**config.mk**
```make
export PLATFORM = sky130hd
export DESIGN_NAME = dmem_arbiter
export DESIGN_NICKNAME = d
export VERILOG_FILES = /design/src/rtl/dmem_pkg.sv /design/src/rtl/rr_pick2.sv /design/src/rtl/dmem_arbiter.sv
export SDC_FILE = /design/constraint.sdc
export NUM_CORES = 1
export LEC_CHECK = 0
export CORE_UTILIZATION = 32
export DETAILED_ROUTE_END_ITERATION = 12
export GPL_ROUTABILITY_DRIVEN = 0
export MAX_ROUTING_LAYER = met4
export PLACE_DENSITY_LB_ADDON = 0.3
export SYNTH_ARGS = -nofsm -noshare
export SYNTH_HDL_FRONTEND = slang
export SYNTH_SLANG_ARGS = --single-unit
```
**constraint.sdc**
```tcl
create_clock -name clk -period 1.4 [get_ports clk]
set_input_delay 0.28 -clock clk [delete_from_list [all_inputs] [get_ports clk]]
set_output_delay 0.28 -clock clk [all_outputs]
set_load 0.02 [all_outputs]
```
**src/rtl/dmem_pkg.sv**
```systemverilog
`default_nettype none
// +----------------------------------------------------------------------+
// | dmem_pkg: shared types and constants for the data-memory subsystem   |
// | Rev 1.0                                                              |
// +----------------------------------------------------------------------+
package dmem_pkg;

  typedef enum logic [1:0] {
    IDLE  = 2'd0,
    LOCK0 = 2'd1,
    LOCK1 = 2'd2
  } arb_state_e;

  localparam logic PORT_CPU = 1'b0;
  localparam logic PORT_DMA = 1'b1;

  localparam int DMEM_ADDR_W = 8;
  localparam int DMEM_DATA_W = 8;

endpackage
`default_nettype wire

```
**src/rtl/rr_pick2.sv**
```systemverilog
`default_nettype none
// +----------------------------------------------------------------------+
// | rr_pick2: two-way round-robin pick; on a tie the port != last wins   |
// | Rev 1.0                                                              |
// +----------------------------------------------------------------------+
module rr_pick2 (
  input  logic [1:0] req,
  input  logic       last,
  output logic [1:0] win
);

  always_comb begin
    win = 2'b00;
    unique case (req)
      2'b01:   win = 2'b01;
      2'b10:   win = 2'b10;
      2'b11:   win = last ? 2'b01 : 2'b10;
      default: win = 2'b00;
    endcase
  end

endmodule
`default_nettype wire

```
**src/rtl/dmem_arbiter.sv**
```systemverilog
`default_nettype none
// +----------------------------------------------------------------------+
// | dmem_arbiter: two-port round-robin arbiter with locked bursts and    |
// | read-data return routing in front of the data memory.  Rev 1.0       |
// +----------------------------------------------------------------------+
module dmem_arbiter
  import dmem_pkg::*;
#(
  parameter int ADDR_W   = DMEM_ADDR_W,
  parameter int DATA_W   = DMEM_DATA_W,
  parameter int MAX_LOCK = 4
) (
  input  logic              clk,
  input  logic              RST,
  input  logic              p0_req,
  input  logic              p0_we,
  input  logic              p0_lock,
  input  logic [ADDR_W-1:0] p0_addr,
  input  logic [DATA_W-1:0] p0_wdata,
  output logic              p0_gnt,
  output logic              p0_rvalid,
  output logic [DATA_W-1:0] p0_rdata,
  input  logic              p1_req,
  input  logic              p1_we,
  input  logic              p1_lock,
  input  logic [ADDR_W-1:0] p1_addr,
  input  logic [DATA_W-1:0] p1_wdata,
  output logic              p1_gnt,
  output logic              p1_rvalid,
  output logic [DATA_W-1:0] p1_rdata,
  output logic [ADDR_W-1:0] mem_addr,
  output logic [DATA_W-1:0] mem_wdata,
  output logic              MemRead,
  output logic              MemWrite,
  input  logic [DATA_W-1:0] memReadData
);

  arb_state_e        state_q, state_d;
  logic              last_q, last_d;
  logic [2:0]        lock_cnt_q, lock_cnt_d;
  logic              rpend_q, rpend_d;
  logic              rsel_q, rsel_d;
  logic [ADDR_W-1:0] mem_addr_q, mem_addr_d;
  logic [DATA_W-1:0] mem_wdata_q, mem_wdata_d;

  logic [1:0]        rr_win;
  logic [1:0]        gnt;
  logic              granted;
  logic              win_id;
  logic              win_we;
  logic              win_lock;
  logic [ADDR_W-1:0] win_addr;
  logic [DATA_W-1:0] win_wdata;

  rr_pick2 u_pick (
    .req  ({p1_req, p0_req}),
    .last (last_q),
    .win  (rr_win)
  );

  always_comb begin
    gnt        = 2'b00;
    state_d    = state_q;
    last_d     = last_q;
    lock_cnt_d = lock_cnt_q;

    unique case (state_q)
      IDLE: begin
        gnt        = rr_win;
        lock_cnt_d = 3'd0;
      end
      LOCK0: begin
        if (p0_req) begin
          gnt = 2'b01;
        end else begin
          state_d    = IDLE;
          lock_cnt_d = 3'd0;
        end
      end
      LOCK1: begin
        if (p1_req) begin
          gnt = 2'b10;
        end else begin
          state_d    = IDLE;
          lock_cnt_d = 3'd0;
        end
      end
      default: begin
        state_d    = IDLE;
        lock_cnt_d = 3'd0;
      end
    endcase

    // Nothing may reach the memory bus while reset is held.
    if (!RST) gnt = 2'b00;

    granted   = |gnt;
    win_id    = gnt[1] ? PORT_DMA : PORT_CPU;
    win_we    = (win_id == PORT_DMA) ? p1_we    : p0_we;
    win_lock  = (win_id == PORT_DMA) ? p1_lock  : p0_lock;
    win_addr  = (win_id == PORT_DMA) ? p1_addr  : p0_addr;
    win_wdata = (win_id == PORT_DMA) ? p1_wdata : p0_wdata;

    // lock_cnt is 0 in IDLE, so entering a lock naturally sets it to 1.
    if (granted) begin
      last_d = win_id;
      if (win_lock && ((int'(lock_cnt_q) + 1) < MAX_LOCK)) begin
        state_d    = (win_id == PORT_DMA) ? LOCK1 : LOCK0;
        lock_cnt_d = lock_cnt_q + 3'd1;
      end else begin
        state_d    = IDLE;
        lock_cnt_d = 3'd0;
      end
    end

    rpend_d     = granted && !win_we;
    rsel_d      = granted ? win_id : rsel_q;
    mem_addr_d  = granted ? win_addr : mem_addr_q;
    mem_wdata_d = granted ? win_wdata : mem_wdata_q;
  end

  always_ff @(posedge clk) begin
    if (!RST) begin
      state_q     <= IDLE;
      last_q      <= 1'b1;
      lock_cnt_q  <= 3'd0;
      rpend_q     <= 1'b0;
      rsel_q      <= 1'b0;
      mem_addr_q  <= '0;
      mem_wdata_q <= '0;
    end else begin
      state_q     <= state_d;
      last_q      <= last_d;
      lock_cnt_q  <= lock_cnt_d;
      rpend_q     <= rpend_d;
      rsel_q      <= rsel_d;
      mem_addr_q  <= mem_addr_d;
      mem_wdata_q <= mem_wdata_d;
    end
  end

  assign p0_gnt    = gnt[0];
  assign p1_gnt    = gnt[1];
  assign MemRead   = granted && !win_we;
  assign MemWrite  = granted && win_we;
  assign mem_addr  = !RST ? '0 : mem_addr_d;
  assign mem_wdata = !RST ? '0 : mem_wdata_d;

  // A read issued just before reset is dropped rather than returned.
  assign p0_rvalid = RST && rpend_q && (rsel_q == PORT_CPU);
  assign p1_rvalid = RST && rpend_q && (rsel_q == PORT_DMA);
  assign p0_rdata  = p0_rvalid ? memReadData : '0;
  assign p1_rdata  = p1_rvalid ? memReadData : '0;

endmodule
`default_nettype wire

```
Yosys cells after proc, flatten, opt, wreduce, memory -nomap -nowiden

Index checks and enable logic that the tools add are counted.
W data, S select, Z words.

Register bits after elaboration: 24
Input port bits: 48
Output and inout bits: 38
Logic and storage cells: 58

Add/subtract/negate cells: 2
$lt $le $gt $ge: 1
Eq/ne operators: 8
Multiplexer cells: 28
Bitwise gates (word level): 1
Reduce and logical (&&, ||, !) cells: 11

Operator list:

| kind                  | count |
|---|---|
| $mux W8               | 8 |
| $pmux W2 S3           | 3 |
| $mux W2               | 8 |
| $mux W3               | 4 |
| $eq A2 B2 Y1 const B  | 3 |
| $logic_and A1 B1 Y1   | 6 |
| $ne A3 B3 Y1 const B  | 2 |
| $pmux W3 S2           | 1 |
| $add A3 B1 Y4 const B | 1 |
| $eq A2 B1 Y1 const B  | 2 |
| $lt A4 B3 Y1 const B  | 1 |
| $mux W1               | 4 |
| $add A3 B1 Y3 const B | 1 |
| $reduce_and A3 Y1     | 1 |
| $logic_not A2 Y1      | 1 |
| $ne A2 B2 Y1 const B  | 1 |
| $reduce_and A2 Y1     | 1 |
| $reduce_or A2 Y1      | 1 |
| $logic_not A1 Y1      | 1 |
| $not A1 Y1            | 1 |

Logic depth before layout (Yosys ltp)

Gate-level depths: netlist of the first run.

Depth in word-level cells: 9
Gate-level depth with buffers: 5
Gate-level depth less buffers: 4

By module

Synthesis of the first run repeated with hierarchy kept, for this count alone.

Cells, all modules: 165
Area total of the unflattened synthesis: 1370.1 µm²

By module, submodules not included:

| module       | times used | cells an instance | area an instance (µm²) | sequential area each (µm²) |
|---|---|---|---|---|
| dmem_arbiter | 1          | 162               | 1351.3                 | 480.5 |
| rr_pick2     | 1          | 3                 | 18.8                   | 0.0 |

Worst setup path before layout of the first run

OpenSTA, ideal clock, no wires.

Path kind: register to output
Start: reg last_q
End: out MemRead
Arrival time: 1.294 ns
Data required time: 1.120 ns
Path slack: -0.174 ns
Stages on the path, launching flop included: 5
Path buffers: 1
Cell sequence: dfxtp_1 buf_2 nand3b_1 and3_1 nor3_1

Cells in the longest elaborated chain, start to end: 8
Elaborated cells between the ends (all ways): 9
Those cells by class: 6 x mux; 3 x reduce/logical

RTL lines:

| element                  | line                | text |
|---|---|---|
| start: declaration       | dmem_arbiter.sv:39  | `logic last_q, last_d;` |
| start signal: assignment | dmem_arbiter.sv:133 | `last_q <= last_d;` |
| $mux W2 *                | rr_pick2.sv:17      | `2'b11: win = last ? 2'b01 : 2'b10;` |
| $pmux W2 S3 *            | rr_pick2.sv:14      | `unique case (req)` |
| $pmux W2 S3 *            | dmem_arbiter.sv:67  | `unique case (state_q)` |
| $mux W2 *                | dmem_arbiter.sv:95  | `if (!RST) gnt = 2'b00;` |
| $mux W1                  | dmem_arbiter.sv:98  | `win_id = gnt[1] ? PORT_DMA : PORT_CPU;` |
| $mux W1                  | dmem_arbiter.sv:99  | `win_we = (win_id == PORT_DMA) ? p1_we : p0_we;` |
| $logic_not A1 Y1         | dmem_arbiter.sv:144 | `assign MemRead = granted && !win_we;` |
| $logic_and A1 B1 Y1 *    | dmem_arbiter.sv:144 |  |
| end: declaration         | dmem_arbiter.sv:33  | `output logic MemRead,` |

Every way passes the cells marked *; elsewhere a longest branch is shown, timed or not.

Worst setup path in the final report of the first run

Start: reg state_q[1]
End: out mem_wdata[3]

Cells in the longest elaborated chain, start to end: 7
Elaborated cells between the ends (all ways): 10
Those cells by class: 2 x eq/ne; 6 x mux; 2 x reduce/logical

RTL lines:

| element                              | line                | text |
|---|---|---|
| start: declaration                   | dmem_arbiter.sv:38  | `arb_state_e state_q, state_d;` |
| start signal: assignment             | dmem_arbiter.sv:132 | `state_q <= state_d;` |
| $eq A2 B2 Y1 (tied with other cells) | dmem_arbiter.sv:67  |  |
| $pmux W2 S3 *                        | dmem_arbiter.sv:67  |  |
| $mux W2 *                            | dmem_arbiter.sv:95  |  |
| $mux W1                              | dmem_arbiter.sv:98  |  |
| $mux W8                              | dmem_arbiter.sv:102 | `win_wdata = (win_id == PORT_DMA) ? p1_wdata : p0_wdata;` |
| $mux W8 *                            | dmem_arbiter.sv:119 | `mem_wdata_d = granted ? win_wdata : mem_wdata_q;` |
| $mux W8 *                            | --                  |  |
| end: declaration                     | dmem_arbiter.sv:32  | `output logic [DATA_W-1:0] mem_wdata,` |

Marks and branches as above.

==> results of run 1 <==
==> layout make-up <==
class                           instances  area, sq um
Fill cell                             295         1130
Timing Repair Buffer                  111         1130
Multi-Input combinational cell         85          833
Sequential cell                        24          494
Tap cell                               48         60.1
Clock buffer                            4         55.1
Inverter                                2         7.51
==> per-stage QoR <==
stage,instances,setup TNS (ns),power [mW]
2_1_floorplan,119,-1.10,1.03
3_3_place_gp,257,-42.55,1.33
3_5_place_dp,257,-44.22,1.34
4_1_cts,272,-8.42,1.87
5_1_grt,274,-10.85,2.00
6_report,274,-8.90,1.91
==> layout by cell type, fill, tap and decap left out, types with 2 or more instances in the layout <==
cell              n
a2111oi_2         2
clkbuf_8          4
clkdlybuf4s50_1  44
o211ai_1          2
nand2b_4          2
dfxtp_4           3
and2b_4           2
buf_2             2
inv_1             2
buf_4            17
buf_12            2
buf_6            42
dfxtp_2           2
and3_4            3
dfxtp_1          19
nor2_4            3
nor2_1            2
and2_4           16
a221o_1          16
o2111a_1         16
nand3b_1          2
==> report_power, final <==
part | total (mW) | leakage (nW) | switching [mW] | internal (mW)
Sequential | 0.758 | 0.201 | 0.0256 | 0.733
Combinational | 0.669 | 0.869 | 0.286 | 0.383
Clock | 0.479 | 0.0288 | 0.228 | 0.251
Total | 1.91 | 1.10 | 0.539 | 1.37
==> registers in the layout, summed over array words and instances, names as in the netlist <==
register     count
mem_wdata_q      8
rpend_q          1
mem_addr_q       8
lock_cnt_q       3
state_q          2
rsel_q           1
last_q           1
==> kinds of logic after synthesis <==
kind of cell | count (synthesis) | share of synthesized area
AOI/OAI and AO/OA | 43 | 0.337
DFF | 24 | 0.380
buffers and inverters | 13 | 0.0742
adders and majority gates | 1 | 0.00989
other | 1 | 0.00296
and+or+nand+nor | 37 | 0.196
==> worst max-delay path: stages, from the launching register on <==
cell and delay (ns):
dfxtp_2 0.34, and3b_2 0.27, nor2_4 0.05, buf_6 0.14, a221o_1 0.38, buf_6 0.15
==> per-layer routing <==
metal	vias up	GRT usage	part of all wire
met5	-	-	0
met4	0	0.0611	0.0075
met3	4	0.0264	0.049
met2	70	0.417	0.54
met1	672	0.264	0.40
li1	694	-	-
==> worst paths after layout <==
kind | from | to | slack [ns] | cells past startpoint
setup / recovery | state_q[1] | mem_wdata[3] | -0.47 | 5
hold / removal | RST | last_q | 0.46 | 3
setup reg to reg | state_q[1] | mem_wdata_q[3] | -0.13 | 6
hold reg to reg | lock_cnt_q[0] | lock_cnt_q[0] | 0.48 | 1
==> what timing repair did <==
| action | in CTS | in global routing |
|---|---|---|
| resized for setup | 240 | 36 |
| endpoints found under the setup margin | 58 | 42 |
| pin swaps | 25 | 29 |
| hold buffers | 0 | 0 |
| cloned | 3 | 0 |
| setup buffers | 9 | 2 |
==> metrics.csv, run 1 <==
metric,value,unit
"Cell Area, Placed",0.00225,sq mm
Iter 0 DRT Violations,40,
CTS tree,done,
Initial Util,0.340,
Mapped Area,0.00126,sq mm
largest net degree at the start of global routing,20,
H-tree depth,1,
Peak Freq,534,MHz
Startpoint Class,register,
register area share after synthesis,0.380,
Final Core Density,0.695,
syn_nets,168,
outcome,finished with violations,
Die Wd,64.9,um
drc violations,0,
failing checks,setup timing,
Final Max Tran Viols,0,
GR Overflow Total,0,
"top cells by count, synth","24 x dfxtp_1, 17 x and2_1, 16 x a221o_1, 16 x o2111a_1, 4 x buf_6",
vias per cell,5.26,
Synth Instances,119,
Clock Tree Root,clkbuf_8,
Power per Cell Area,738,mW/mm^2
crit path max fanout,8,
cell taking the most area after synthesis,dfxtp_1,
#FFs+latches synth,24,
site row count,22,
worst vdd ir,0.555,mV
area grow syn2layout,104,%
final hold slack,0.456,ns
Setup Skew,0.00621,ns
Wirelength per Cell,17.6,um
min Tclk post-route,1.87,ns
Setup Slack @ Placement,-1.07,ns
number of CTS-inserted buffers,3,
chip height,64.9,um
number of global-route vias before repair,1448,
synth top area cells,"dfxtp_1 38%, o2111a_1 14%, a221o_1 13%, and2_1 8.4%, buf_6 3.6%",
Finished Cell Area,0.00258,sq mm
final net count,276,
layout cells sized above 1,0.487,
Antenna Violating Nets Remaining,0,
Post-synth EDFFs,0,
Top Ports,86,
initial antenna violation count,0,
routed vias,1440,
Detail Placement HPWL,3250,um
die area,0.00421,sq mm
Netlist cell types,31,
Mean Syn Cell Area,10.6,sq um
final setup violation count,32,
ANT cells,0,
static leakage,1.10,nW
crit path kind,reg2out,
clk buf depth,2,
"Data required, critical path",1.12,ns
Clock Latency Late Sink,0.26,ns
Setup crit end kind,primary output,
"count leader, synth",dfxtp_1,
critical path arrival,1.59,ns
CTS Sinks,24,
Synth Warn #,0,
Fin. Hold Viols,0,
Tcrit/Tclk final,1.34,
GRT Util Overall,0.229,
Total Wirelength,4830,um
first-pass GRT wire length,7220,um
Max-Cap Viols,0,
core region area,0.00372,sq mm
Hold Path Class,in2reg,
clk slew on worst S/H paths,0.09,ns
final setup margin,-0.471,ns
IO buf count,85,
drt pass-1 iters,4,
unrepaired setup endpoints after global routing,yes,
top_reg_cell synth,dfxtp_1,
ys async rst share,0,
post-synth top area share,0.380,
Note: power is estimated with default switching activity, not from simulation.
==> run 2: changes to the inputs <==
--- a/config.mk
+++ b/config.mk
@@ -6,4 +6,5 @@
 export NUM_CORES = 1
 export LEC_CHECK = 0
+export CORE_ASPECT_RATIO = 1.25
 export CORE_UTILIZATION = 32
 export DETAILED_ROUTE_END_ITERATION = 12
==> constraint.sdc (replaced) <==
create_clock -name clk -period 1.4 [get_ports clk]
set_input_delay 0.42 -clock clk [delete_from_list [all_inputs] [get_ports clk]]
set_output_delay 0.42 -clock clk [all_outputs]
set_load 0.02 [all_outputs]
==> run 2 against run 1 <==
Against the previous run:
- the flow still finishes with violations (setup timing)
- fmax fell by 8.8%
- wire length up 3.0%
- highest routed layer unchanged
- combinational power up 4.9%
- register-to-register slack got worse by 0.04 ns
- worst setup slack got worse by 0.18 ns
- critical path depth unchanged
- largest power group unchanged
==> metrics.csv, run 2 (synthesis results as in run 1) <==
metric,value,unit
Clock Tree Root,clkbuf_8,
min Tclk post-route,2.05,ns
number of global-route vias before repair,1556,
M1 GR Usage,0.233,
Crit path largest cell delay,0.37,ns
Final Max Tran Viols,0,
Setup TNS,-15.82,ns
CP Cell Sequence,and2b_4 > nor3b_4 > buf_6 > a221o_1 > buf_6,
Hold Path Class,reg2reg,
Cells after DPL,264,
unrepaired setup endpoints after global routing,yes,
clk buf depth,2,
Antenna Violating Nets Remaining,0,
layout cells sized above 1,0.524,
Power per Cell Area,764,mW/mm^2
Setup Skew,0.00160,ns
ANT cells,0,
GR Overflow Total,0,
final setup violation count,43,
failing checks,setup timing,
Detail Placement HPWL,3260,um
core region area,0.00378,sq mm
Tcrit/Tclk final,1.47,
final net count,283,
drc violations,0,
Total Wirelength,4980,um
Post-Layout Cell Count,287,
routed vias,1492,
GR Layer Usage met3,0.0303,
"Cell Area, Placed",0.00233,sq mm
"slowest stage cell, crit path",dfxtp_2,
Buf/Inv on CP,2,
clk slew on worst S/H paths,0.09,ns
CTS Sinks,24,
Top Ports,86,
GRT Util Overall,0.232,
area grow syn2layout,114,%
number of CTS-inserted buffers,3,
worst vdd ir,0.560,mV
crit path max fanout,7,
busiest layer in global routing,met2,
initial antenna violation count,0,
cell mode on critical path,buf_6,
die area,0.00421,sq mm
static leakage,1.16,nW
Hold Buf Count CTS,0,
"Data required, critical path",0.98,ns
critical path arrival,1.63,ns
Wirelength per Cell,17.3,um
Iter 0 DRT Violations,40,
H-tree depth,1,
Finished Cell Area,0.00271,sq mm
drt pass-1 iters,4,
Initial Util,0.334,
chip height,72.3,um
Setup crit end kind,primary output,
outcome,finished with violations,
met2 Usage GRT,0.451,
IO buf count,85,
Setup Slack @ Placement,-1.38,ns
vias per cell,5.20,
site row count,25,
Max-Cap Viols,0,
largest net degree at the start of global routing,20,
Clock Latency Late Sink,0.26,ns
final setup margin,-0.652,ns
Regs by FF count,"mem_addr_q: 8 flops, mem_wdata_q: 8 flops, lock_cnt_q: 3 flops",
Die Wd,58.2,um
Final Core Density,0.715,
final hold slack,0.496,ns
first-pass GRT wire length,7330,um
Peak Freq,487,MHz
Startpoint Class,register,
"delay-heaviest family, CP",simple AND/OR/NAND/NOR gates,
Fin. Hold Viols,0,
crit path kind,reg2out,
total power,2.07,mW
"leading cell types in the layout, fill and taps excluded","51 x buf_6, 36 x clkdlybuf4s50_1, 20 x dfxtp_1, 20 x buf_4",
CTS tree,done,
"most common cell after layout, fill and taps aside",buf_6,
run 2: changes by cell type in the layout (fill, tap and decap cells not counted), moves of 2 or more:
cell / change
buf_6: +9
a2111oi_4: +2
a2111oi_2: -2
dlygate4sd2_1: +7
dfxtp_4: -2
clkdlybuf4s50_1: -8
buf_4: +3
run 2: power breakdown:
part	total (mW)	internal (mW)	switching [mW]
Clock	0.608	0.382	0.226
Sequential	0.757	0.734	0.0225
Combinational	0.702	0.394	0.308
run 2: cell type report:
cell class	instances	area (sq um)
clock buffers	3	41.3
clock inverters	1	30.0
fillers	281	1080
inverters	2	7.51
multi-input cells	84	877
flip-flops and latches	24	488
well taps	54	67.6
repair buffers	119	1190
run 2: worst register-to-register path: cells and delay by family (launching register included):
family	cells	cell delay (ns)
DFF	1	0.33
and+or+nand+nor	1	0.28
AOI/OAI and AO/OA	2	0.36
buffers and inverters	4	0.50
run 2: final timing paths:
check                                   start       endpoint  slack (ns)  cells past startpoint
worst max-delay path               state_q[0]   mem_wdata[4]       -0.65                      5
worst min-delay path            lock_cnt_q[0]  lock_cnt_q[0]        0.50                      1
worst max register to register     state_q[1]  lock_cnt_q[1]       -0.17                      7
worst min register to register  lock_cnt_q[0]  lock_cnt_q[0]        0.50                      1
run 2: per-layer routing:
| metal | up-vias | share of wire |
|---|---|---|
| li1 | 701 | - |
| met1 | 702 | 0.35 |
| met2 | 76 | 0.56 |
| met3 | 13 | 0.058 |
| met4 | 0 | 0.027 |
| met5 | - | 0 |
run 2: timing repair:
| item | in CTS | in global routing |
|---|---|---|
| setup buffers | 10 | 12 |
| cloned | 2 | 0 |
| setup endpoints to repair | 60 | 45 |
| pin swaps | 27 | 20 |
| hold endpoints to repair | 0 | 0 |
| resized for setup | 270 | 15 |
